--- src/rtl/xor_cipher_pkg.sv ---
// Shared types and constants for the XOR cipher sequencer and its period timer.
package xor_cipher_pkg;

    localparam int BYTE_W          = 8;
    localparam int DEFAULT_TIMEOUT = 16;

    typedef enum logic [2:0] {
        ST_IDLE = 3'd0,
        ST_KEY  = 3'd1,
        ST_WAIT = 3'd2,
        ST_ENC  = 3'd3,
        ST_DEC  = 3'd4,
        ST_TX   = 3'd5
    } state_e;

endpackage

--- src/rtl/xor_period_timer.sv ---
// Free-running period counter 0..PERIOD-1 with enable and synchronous clear.
module xor_period_timer #(
    parameter int PERIOD = 2000
) (
    input  logic clk,
    input  logic rst,
    input  logic en,
    input  logic clr,
    output logic tick
);

    localparam int CW = (PERIOD > 1) ? $clog2(PERIOD) : 1;

    logic [CW-1:0] count_q, count_d;
    logic          at_end;

    assign at_end = (count_q == CW'(PERIOD - 1));
    assign tick   = en && at_end;

    always_comb begin
        count_d = count_q;
        if (clr) begin
            count_d = '0;
        end else if (en) begin
            count_d = at_end ? '0 : count_q + 1'b1;
        end
    end

    always_ff @(posedge clk) begin
        if (!rst) begin
            count_q <= '0;
        end else begin
            count_q <= count_d;
        end
    end

endmodule

--- src/rtl/xor_cipher_seq_ctrl.sv ---
// Sequencer: serial key load into both cipher cores, then one periodic
// encrypt/decrypt/compare transaction whose ciphertext is handed to UART tx.
module xor_cipher_seq_ctrl
    import xor_cipher_pkg::*;
#(
    parameter int M         = 32,
    parameter int TX_PERIOD = 2000,
    parameter int TIMEOUT   = DEFAULT_TIMEOUT
) (
    input  logic              clk,
    input  logic              rst,
    input  logic [M-1:0]      key,
    input  logic              key_load,
    output logic              cfg_en,
    output logic              cfg_sdo,
    output logic [BYTE_W-1:0] enc_pt,
    output logic              enc_stb,
    input  logic [BYTE_W-1:0] enc_ct,
    input  logic              enc_vld,
    output logic [BYTE_W-1:0] dec_ct,
    output logic              dec_stb,
    input  logic [BYTE_W-1:0] dec_pt,
    input  logic              dec_vld,
    output logic [BYTE_W-1:0] tx_data,
    output logic              tx_valid,
    input  logic              tx_ready,
    output logic [BYTE_W-1:0] err_cnt,
    output logic              overrun,
    output logic              busy
);

    localparam int BW = (M > 1) ? $clog2(M) : 1;
    localparam int TW = $clog2(TIMEOUT + 1);

    function automatic logic [BYTE_W-1:0] sat_inc(input logic [BYTE_W-1:0] v);
        return (v == '1) ? v : v + 1'b1;
    endfunction

    state_e            state_q, state_d;
    logic [M-1:0]      shadow_q, shadow_d;
    logic [M-1:0]      pend_key_q, pend_key_d;
    logic [BW-1:0]     bit_cnt_q, bit_cnt_d;
    logic              pend_q, pend_d;
    logic              running_q, running_d;
    logic [BYTE_W-1:0] pt_q, pt_d;
    logic [BYTE_W-1:0] ct_q, ct_d;
    logic [TW-1:0]     to_cnt_q, to_cnt_d;

    logic              cfg_en_q, cfg_en_d;
    logic              cfg_sdo_q, cfg_sdo_d;
    logic [BYTE_W-1:0] enc_pt_q, enc_pt_d;
    logic              enc_stb_q, enc_stb_d;
    logic [BYTE_W-1:0] dec_ct_q, dec_ct_d;
    logic              dec_stb_q, dec_stb_d;
    logic [BYTE_W-1:0] tx_data_q, tx_data_d;
    logic              tx_valid_q, tx_valid_d;
    logic [BYTE_W-1:0] err_cnt_q, err_cnt_d;
    logic              overrun_q, overrun_d;
    logic              busy_q, busy_d;

    logic              tick;
    logic              tmr_clr;
    logic              start_key;
    logic [M-1:0]      start_val;
    logic              abandon;

    xor_period_timer #(
        .PERIOD (TX_PERIOD)
    ) u_timer (
        .clk  (clk),
        .rst  (rst),
        .en   (running_q),
        .clr  (tmr_clr),
        .tick (tick)
    );

    always_comb begin
        state_d    = state_q;
        shadow_d   = shadow_q;
        pend_key_d = pend_key_q;
        bit_cnt_d  = bit_cnt_q;
        pend_d     = pend_q;
        running_d  = running_q;
        pt_d       = pt_q;
        ct_d       = ct_q;
        to_cnt_d   = to_cnt_q;
        cfg_en_d   = cfg_en_q;
        cfg_sdo_d  = cfg_sdo_q;
        enc_pt_d   = enc_pt_q;
        enc_stb_d  = 1'b0;
        dec_ct_d   = dec_ct_q;
        dec_stb_d  = 1'b0;
        tx_data_d  = tx_data_q;
        tx_valid_d = tx_valid_q;
        err_cnt_d  = err_cnt_q;
        overrun_d  = overrun_q;
        tmr_clr    = 1'b0;
        start_key  = 1'b0;
        start_val  = key;
        abandon    = 1'b0;

        // Requests that arrive mid-transaction wait for the next WAIT visit.
        if (key_load && (state_q != ST_IDLE) && (state_q != ST_WAIT)) begin
            pend_d     = 1'b1;
            pend_key_d = key;
        end
        if (tick && (state_q != ST_WAIT)) begin
            overrun_d = 1'b1;
        end

        case (state_q)
            ST_IDLE: begin
                if (key_load) begin
                    start_key = 1'b1;
                end
            end
            ST_KEY: begin
                if (bit_cnt_q == BW'(M - 1)) begin
                    cfg_en_d  = 1'b0;
                    cfg_sdo_d = 1'b0;
                    running_d = 1'b1;
                    tmr_clr   = 1'b1;
                    state_d   = ST_WAIT;
                end else begin
                    bit_cnt_d = bit_cnt_q + 1'b1;
                    shadow_d  = {shadow_q[0], shadow_q[M-1:1]};
                    cfg_sdo_d = shadow_q[1];
                end
            end
            ST_WAIT: begin
                if (key_load) begin
                    start_key = 1'b1;
                    pend_d    = 1'b0;
                end else if (pend_q) begin
                    start_key = 1'b1;
                    start_val = pend_key_q;
                    pend_d    = 1'b0;
                end else if (tick) begin
                    enc_pt_d  = pt_q;
                    enc_stb_d = 1'b1;
                    to_cnt_d  = '0;
                    state_d   = ST_ENC;
                end
            end
            ST_ENC: begin
                if (enc_vld) begin
                    ct_d      = enc_ct;
                    dec_ct_d  = enc_ct;
                    dec_stb_d = 1'b1;
                    to_cnt_d  = '0;
                    state_d   = ST_DEC;
                end else if (!enc_stb_q) begin
                    if (to_cnt_q == TW'(TIMEOUT - 1)) begin
                        abandon = 1'b1;
                    end else begin
                        to_cnt_d = to_cnt_q + 1'b1;
                    end
                end
            end
            ST_DEC: begin
                if (dec_vld) begin
                    if (dec_pt != pt_q) begin
                        err_cnt_d = sat_inc(err_cnt_q);
                    end
                    tx_data_d  = ct_q;
                    tx_valid_d = 1'b1;
                    state_d    = ST_TX;
                end else if (!dec_stb_q) begin
                    if (to_cnt_q == TW'(TIMEOUT - 1)) begin
                        abandon = 1'b1;
                    end else begin
                        to_cnt_d = to_cnt_q + 1'b1;
                    end
                end
            end
            ST_TX: begin
                if (tx_ready) begin
                    tx_valid_d = 1'b0;
                    pt_d       = pt_q + 1'b1;
                    state_d    = ST_WAIT;
                end
            end
            default: begin
                state_d = ST_IDLE;
            end
        endcase

        // Re-keying stops the period timer so no tick can be dropped during KEY.
        if (start_key) begin
            shadow_d  = start_val;
            bit_cnt_d = '0;
            cfg_en_d  = 1'b1;
            cfg_sdo_d = start_val[0];
            running_d = 1'b0;
            state_d   = ST_KEY;
        end
        if (abandon) begin
            err_cnt_d = sat_inc(err_cnt_q);
            pt_d      = pt_q + 1'b1;
            state_d   = ST_WAIT;
        end

        busy_d = (state_d != ST_IDLE) && (state_d != ST_WAIT);
    end

    always_ff @(posedge clk) begin
        if (!rst) begin
            state_q    <= ST_IDLE;
            bit_cnt_q  <= '0;
            pend_q     <= 1'b0;
            running_q  <= 1'b0;
            pt_q       <= '0;
            to_cnt_q   <= '0;
            cfg_en_q   <= 1'b0;
            cfg_sdo_q  <= 1'b0;
            enc_pt_q   <= '0;
            enc_stb_q  <= 1'b0;
            dec_ct_q   <= '0;
            dec_stb_q  <= 1'b0;
            tx_data_q  <= '0;
            tx_valid_q <= 1'b0;
            err_cnt_q  <= '0;
            overrun_q  <= 1'b0;
            busy_q     <= 1'b0;
        end else begin
            state_q    <= state_d;
            bit_cnt_q  <= bit_cnt_d;
            pend_q     <= pend_d;
            running_q  <= running_d;
            pt_q       <= pt_d;
            to_cnt_q   <= to_cnt_d;
            cfg_en_q   <= cfg_en_d;
            cfg_sdo_q  <= cfg_sdo_d;
            enc_pt_q   <= enc_pt_d;
            enc_stb_q  <= enc_stb_d;
            dec_ct_q   <= dec_ct_d;
            dec_stb_q  <= dec_stb_d;
            tx_data_q  <= tx_data_d;
            tx_valid_q <= tx_valid_d;
            err_cnt_q  <= err_cnt_d;
            overrun_q  <= overrun_d;
            busy_q     <= busy_d;
        end
        shadow_q   <= shadow_d;
        pend_key_q <= pend_key_d;
        ct_q       <= ct_d;
    end

    assign cfg_en   = cfg_en_q;
    assign cfg_sdo  = cfg_sdo_q;
    assign enc_pt   = enc_pt_q;
    assign enc_stb  = enc_stb_q;
    assign dec_ct   = dec_ct_q;
    assign dec_stb  = dec_stb_q;
    assign tx_data  = tx_data_q;
    assign tx_valid = tx_valid_q;
    assign err_cnt  = err_cnt_q;
    assign overrun  = overrun_q;
    assign busy     = busy_q;

endmodule

--- config.mk ---
export PLATFORM = sky130hd
export DESIGN_NAME = xor_cipher_seq_ctrl
export DESIGN_NICKNAME = d
export VERILOG_FILES = /design/src/rtl/xor_cipher_pkg.sv /design/src/rtl/xor_period_timer.sv /design/src/rtl/xor_cipher_seq_ctrl.sv
export SDC_FILE = /design/constraint.sdc
export NUM_CORES = 1
export LEC_CHECK = 0
export BUFFER_PORTS_ARGS = -buffer_cell sky130_fd_sc_hd__buf_2
export CORE_AREA = 2 2 145 147
export DETAILED_ROUTE_END_ITERATION = 16
export DIE_AREA = 0 0 147 149
export GPL_ROUTABILITY_DRIVEN = 0
export GPL_TIMING_DRIVEN = 0
export PLACE_DENSITY_LB_ADDON = 0.25
export SLEW_MARGIN = 30
export SYNTH_ARGS = -nofsm -noshare
export SYNTH_HDL_FRONTEND = slang
export SYNTH_SLANG_ARGS = --single-unit
--- constraint.sdc ---
create_clock -name clk -period 6 [get_ports clk]
set_input_delay 0.3 -clock clk [delete_from_list [all_inputs] [get_ports clk]]
set_output_delay 0.3 -clock clk [all_outputs]
set_load 0.1 [all_outputs]
# After elaboration in Yosys (flattened, before gate mapping)

Index checks and enable logic that the tools add are counted.

Flip-flop bits (word level): 145
Bits of input ports: 54
Output and inout bits: 39
Word-level logic and storage cells: 145

Add/subtract/negate cells: 5
Equality and inequality tests: 21
Muxes and demuxes: 61
Bitwise operators: 5
Reductions and logical operators: 32

Operator list:

| kind                  | count |
|---|---|
| $mux 32               | 6 |
| $mux 8                | 8 |
| $mux 5                | 8 |
| $mux 3                | 9 |
| $mux 1                | 24 |
| $pmux 3 s6            | 1 |
| $add 8x1->8 const B   | 2 |
| $ne 2x2->1 const B    | 8 |
| $reduce_and 2->1      | 8 |
| $reduce_bool 2->1     | 8 |
| $pmux 5 s3            | 1 |
| $add 11x1->11 const B | 1 |
| $eq 11x11->1 const B  | 1 |
| $mux 11               | 1 |
| $add 5x1->5 const B   | 2 |
| $reduce_bool 3->1     | 3 |
| $eq 8x8->1 const B    | 1 |
| $ne 8x8->1            | 1 |
| $reduce_and 7->1      | 1 |
| $eq 3x2->1 const B    | 2 |
| $eq 3x3->1 const B    | 2 |
| $ne 3x2->1 const B    | 2 |
| $pmux 1 s2            | 3 |
| $reduce_and 3->1      | 2 |
| 10 further kinds      | 19 |

# Longest topological paths before layout

Word-level depth: 10
Gate-level depth with buffers: 7
Depth with buffers taken out: 7

# By module

Synthesis repeated with hierarchy kept, for this count alone.

Cells, all modules: 570
Area total of the unflattened synthesis: 6039.5 um2

Modules (own cells, without submodules):

| module              | instances | cells an instance | area an instance (um2) | seq. area each (um2) |
|---|---|---|---|---|
| xor_cipher_seq_ctrl | 1         | 514               | 5519.0                 | 3403.3 |
| xor_period_timer    | 1         | 56                | 520.5                  | 220.2 |

# Worst setup path after synthesis

OpenSTA, ideal clock, no wires.

Path type: input-to-reg
From: input key_load
To: register pend_key_q[0] (enable)
Setup time: 421 ps
Data arrival time: 2117 ps
Required time: 5579 ps
Slack: 3462 ps
Stages on the path: 3
Buffers on the path: 1
Path through: clkbuf_1 -> inv_1 -> nor2_1

Cells in the longest elaborated chain, start to end: 2

RTL lines:

| element                         | RTL line                   | RTL |
|---|---|---|
| start, declared                 | xor_cipher_seq_ctrl.sv:13  | `input logic key_load,` |
| $logic_and 1x1->1 (2 in series) | xor_cipher_seq_ctrl.sv:103 | `if (key_load && (state_q != ST_IDLE) && (state_q != ST_WAIT)) begin` |
| end signal, assigned            | xor_cipher_seq_ctrl.sv:245 | `pend_key_q <= pend_key_d;` |
| end, declared                   | xor_cipher_seq_ctrl.sv:41  | `logic [M-1:0] pend_key_q, pend_key_d;` |

Every way passes these cells.
A chain may end at the register's enable or synchronous reset.

# Worst setup path after layout

From: register bit_cnt_q[0]
To: register busy_q, in the netlist busy

Cells in the longest elaborated chain, start to end: 7
Elaborated cells between the ends (all ways): 8
Classes of those cells: eq/ne (2); mux (4); reduce/logical (2)

RTL lines:

| element                                         | RTL line                   | RTL |
|---|---|---|
| start, declared                                 | xor_cipher_seq_ctrl.sv:42  | `logic [BW-1:0] bit_cnt_q, bit_cnt_d;` |
| start signal, assigned                          | xor_cipher_seq_ctrl.sv:227 | `bit_cnt_q <= bit_cnt_d;` |
| $eq 5x5->1 *                                    | xor_cipher_seq_ctrl.sv:118 | `if (bit_cnt_q == BW'(M - 1)) begin` |
| $mux 3 *                                        | xor_cipher_seq_ctrl.sv:118 |  |
| $pmux 3 s6 *                                    | xor_cipher_seq_ctrl.sv:111 | `case (state_q)` |
| $mux 3 *                                        | xor_cipher_seq_ctrl.sv:189 | `if (start_key) begin` |
| $mux 3 *                                        | xor_cipher_seq_ctrl.sv:197 | `if (abandon) begin` |
| $ne 3x2->1 or $reduce_bool 3->1 (tied branches) | xor_cipher_seq_ctrl.sv:203 | `busy_d = (state_d != ST_IDLE) && (state_d != ST_WAIT);` |
| $logic_and 1x1->1 *                             | xor_cipher_seq_ctrl.sv:203 |  |
| end signal, assigned                            | xor_cipher_seq_ctrl.sv:242 | `busy_q <= busy_d;` |
| end, declared                                   | xor_cipher_seq_ctrl.sv:59  | `logic busy_q, busy_d;` |

Mark *: on every way between the ends. The rest lies on a longest branch, timed or not.

==> results.tsv <==
stage	metric	value	unit
pwr	Switching Share	0.2507	
synth	number of synthesized flops with an enable pin	72	
routing	DRC violations left	0	
routing	DR vias/cell	4.673	
pwr	Flop pwr share	0.491	
critical_path	WP data required	6.34	ns
min_path	hold endpoint	pend_key_q[8]	
min_path	hold depth	1	
min_path	Min-Delay Path Class	input port to flip-flop	
synth	top cells by area, synth	edfxtp_1 36%, dfxtp_1 24%, nand2_1 6.7%, a21oi_1 4.0%, o22ai_1 3.5%	
routing	drt total wl	14.36	mm
synth	Distinct cells, synth	53	
pwr	Int Pwr	1.696	mW
sta	Final period util	0.4789	
critical_path	most used cell, CP	ha_1	
critical_path	reg-to-reg critical path startpoint	bit_cnt_q[0]	
critical_path	critical path's slowest cell	or2_2	
sta	Max Clock Skew	0.01292	ns
synth	commonest cells in the netlist	108 x nand2_1, 73 x dfxtp_1, 72 x edfxtp_1, 48 x a21oi_1, 41 x nor2_1	
synth	area leader, netlist	edfxtp_1	
cells_and_area	share of cells above drive strength 1	0.2037	
critical_path	CP Data Arrival Time	3.22	ns
clock_network	post-CTS sizing	0	
synth	Mapped Nets	643	
routing	WL per Instance	14.62	um
clock_network	number of hold buffers added after CTS	0	
synth	Most used DFF post-synth	dfxtp_1	
synth	Synth top area share	0.3575	
placed_design	detailed placement HPWL	10.02	mm
critical_path	worst r2r dst	busy	
clock_network	Clock Latency Late Sink	0.42	ns
floorplan	total core area	0.02056	sq mm
global_routing	grt ovf	0	
synth	count leader, synth	nand2_1	
clock_network	Num CTS Buffers	17	
cells_and_area	antenna cells	0	
routing	Antenna Nets Post-Route	0	
synth	sequential-to-total area share from yosys stat	0.5991	
critical_path	Worst path max stage delay	0.79	ns
flow_run	Max-Cap Viols	0	
pwr	Cell Pwr Density	304.3	mW/mm^2
sta	Fmax	348.0	MHz
critical_path	cell-by-cell trace of the critical path	ha_1 -> and3_1 -> ha_1 -> nor3_1 -> or2_2 -> nor4b_1 -> a21oi_1	
placed_design	port bufs	91	
cells_and_area	area grow syn2layout	22.98	%
clock_network	post-CTS setup buffers	0	
sta	Final Hold Fails	0	
pwr	Gate power share	0.063	
cells_and_area	Net count, final	754	
floorplan	I/O pin cnt	93	
sta	max_slew headroom	0.4477	
critical_path	Reg2Reg Setup Slack	3.13	ns
global_routing	gr usage total	0.1364	
synth	flop and latch count out of synthesis	145	
critical_path	reg2reg path depth	7	
sta	Worst Max-Slew Pin Slew	0.8221	ns
pwr	sw power	567.3	uW
sta	final hold slack	0.06247	ns
clock_network	Worst-path clk slew	0.07	ns
sta	Sum Neg Setup Slack	0	ns
floorplan	die area	0.02190	sq mm
synth	Mapped Area	0.006048	sq mm
min_path	Hold Crit Start	key[8]	
sta	RSZ-0062 raised after global routing	false	
clock_network	TritonCTS clock tree	built	
synth	Yosys warnings	0	
sta	Final min period	2.873	ns
sta	Final Max Slew Viols	0	
global_routing	first-pass GRT wire length	23.60	mm
synth	Post-synth ARST share	0	
critical_path	Worst setup EP type	flip-flop	
critical_path	Max Fanout on Critical Path	33	
routing	via count of the routed design	4589	
clock_network	clk buf depth	2	
floorplan	Row Count	53	
critical_path	Worst Setup Start Kind	flip-flop	
synth	Synth Area per Inst	10.37	sq um
pwr	Peak supply drop	174.3	uV
clock_network	Clock Sinks	145	
critical_path	crit path kind	flip-flop to flip-flop	
synth	cell count after synthesis	583	
floorplan	Initial Utilization	0.2942	
routing	router iterations before antenna repair	4	
critical_path	cell family with most CP delay	simple AND/OR/NAND/NOR gates	
pwr	clock share of power	0.446	
run_status	status	finished, final reports clean	
global_routing	initial antenna violation count	1	
floorplan	die height	149	um
pwr	Leak	2.730	nW
floorplan	die extent in x	147	um
clock_network	CTS root buf	clkbuf_16	
global_routing	number of global-route vias before repair	4528	
sta	Finish-stage setup viols	0	
clock_network	htree depth	4	
global_routing	largest net degree at the start of global routing	34	
routing	DR iter-0 viols	249	
critical_path	worst path bufs/invs	0	
==> power by group through the flow <==
| stage | Combinational, mW | Clock, mW | Sequential [mW] |
|---|---|---|---|
| 2_1_floorplan | 0.0750 | 0 | 1.14 |
| 3_3_place_gp | 0.141 | 0 | 1.13 |
| 3_5_place_dp | 0.145 | 0 | 1.13 |
| 4_1_cts | 0.145 | 1.04 | 1.11 |
| 5_1_grt | 0.159 | 1.09 | 1.12 |
| 6_report | 0.143 | 1.01 | 1.11 |
==> stage by stage <==
| step | util | cell area (sq um) | setup WS, ns | power (mW) | cells |
|---|---|---|---|---|---|
| 2_1_floorplan | - | 6048 | 3.462 | 1.218 | 583 |
| 3_3_place_gp | 0.3331 | 6848 | 2.414 | 1.274 | 949 |
| 3_5_place_dp | 0.3348 | 6883 | 3.099 | 1.278 | 950 |
| 4_1_cts | 0.3618 | 7438 | 3.088 | 2.299 | 982 |
| 5_1_grt | 0.3618 | 7438 | 2.953 | 2.361 | 982 |
| 6_report | 0.3618 | 7438 | 3.127 | 2.263 | 982 |
==> worst max-delay path by stage <==
stage | start | endpoint | slack [ns] | cells past startpoint
after detailed placement | bit_cnt_q[0] | busy | 3.10 | 7
after global routing | bit_cnt_q[0] | busy | 2.95 | 7
after CTS | bit_cnt_q[0] | busy | 3.09 | 7
final | bit_cnt_q[0] | busy | 3.13 | 7
after global placement | key_load | pend_key_q[8] | 2.41 | 3
after floorplan | key_load | pend_key_q[0] | 3.46 | 3
==> cells by family (layout without fill, tap and decap cells) <==
kind of cell               count (synthesis)  count (layout)  synth area share
muxes                                     12              12           0.01986
AOI/OAI and AO/OA                        143             143            0.1396
xor gates and xnor gates                  23              23           0.03331
and+or+nand+nor                          220             220            0.1729
adders and majority gates                  6               6           0.01241
DFF                                      145             145            0.5991
buffers and inverters                     34             158           0.02276
==> layer usage <==
metal | track usage | vias up | share of wire
met1 | 0.1712 | 2128 | 0.47
met5 | 0 | - | 0.00091
met2 | 0.2188 | 101 | 0.45
li1 | - | 2339 | -
met3 | 0.05046 | 19 | 0.058
met4 | 0.04519 | 2 | 0.014
==> state kept, by name, indices dropped and copies added (netlist names) <==
register / flops
busy: 1
pt_q: 8
cfg_en: 1
dec_stb: 1
tx_data: 8
running_q: 1
state_q: 3
u_timer.count_q: 11
cfg_sdo: 1
tx_valid: 1
bit_cnt_q: 5
overrun: 1
ct_q: 8
err_cnt: 8
shadow_q: 32
enc_stb: 1
dec_ct: 8
to_cnt_q: 5
pend_q: 1
enc_pt: 8
pend_key_q: 32
==> worst reg2reg max path: stages, from the launching register on <==
cell	delay, ns
dfxtp_1	0.33
ha_1	0.21
and3_1	0.18
ha_1	0.24
nor3_1	0.69
or2_2	0.79
nor4b_1	0.18
a21oi_1	0.18
==> cell type report <==
class,instances,area (sq um)
Fill cell,2120,13120
Sequential cell,145,3623
Multi-Input combinational cell,404,2295
Timing Repair Buffer,92,483.0
Clock buffer,18,439.2
Tap cell,275,344.1
Clock inverter,14,116.4
Buffer,26,107.6
Inverter,8,30.03
==> placed cells by master, fill, tap and decap left out, types with 2 or more instances in the layout <==
master,synthesis,routed
nor3b_1,2,2
o21ai_1,30,30
nand3_1,12,12
o31ai_1,3,3
a21oi_1,48,48
a21boi_0,2,2
clkinv_4,0,3
o22ai_1,34,34
and2_1,3,3
nand4_1,12,12
ha_1,6,6
and3_1,5,5
inv_1,7,7
edfxtp_1,72,72
buf_2,8,99
dfxtp_1,73,73
nand2_1,108,108
nor2_1,41,40
o32ai_1,2,2
o21ai_0,9,9
xor2_1,9,9
nor3_1,5,5
or3_1,5,5
o2bb2ai_2,2,2
nor3b_2,2,2
nand4b_1,2,2
clkbuf_1,18,18
nand2b_1,11,11
inv_4,0,3
clkbuf_16,0,17
xnor2_1,14,14
a211oi_1,3,3
mux2i_1,12,12
inv_6,0,6
No activity file was read; power rests on OpenSTA's default activity.
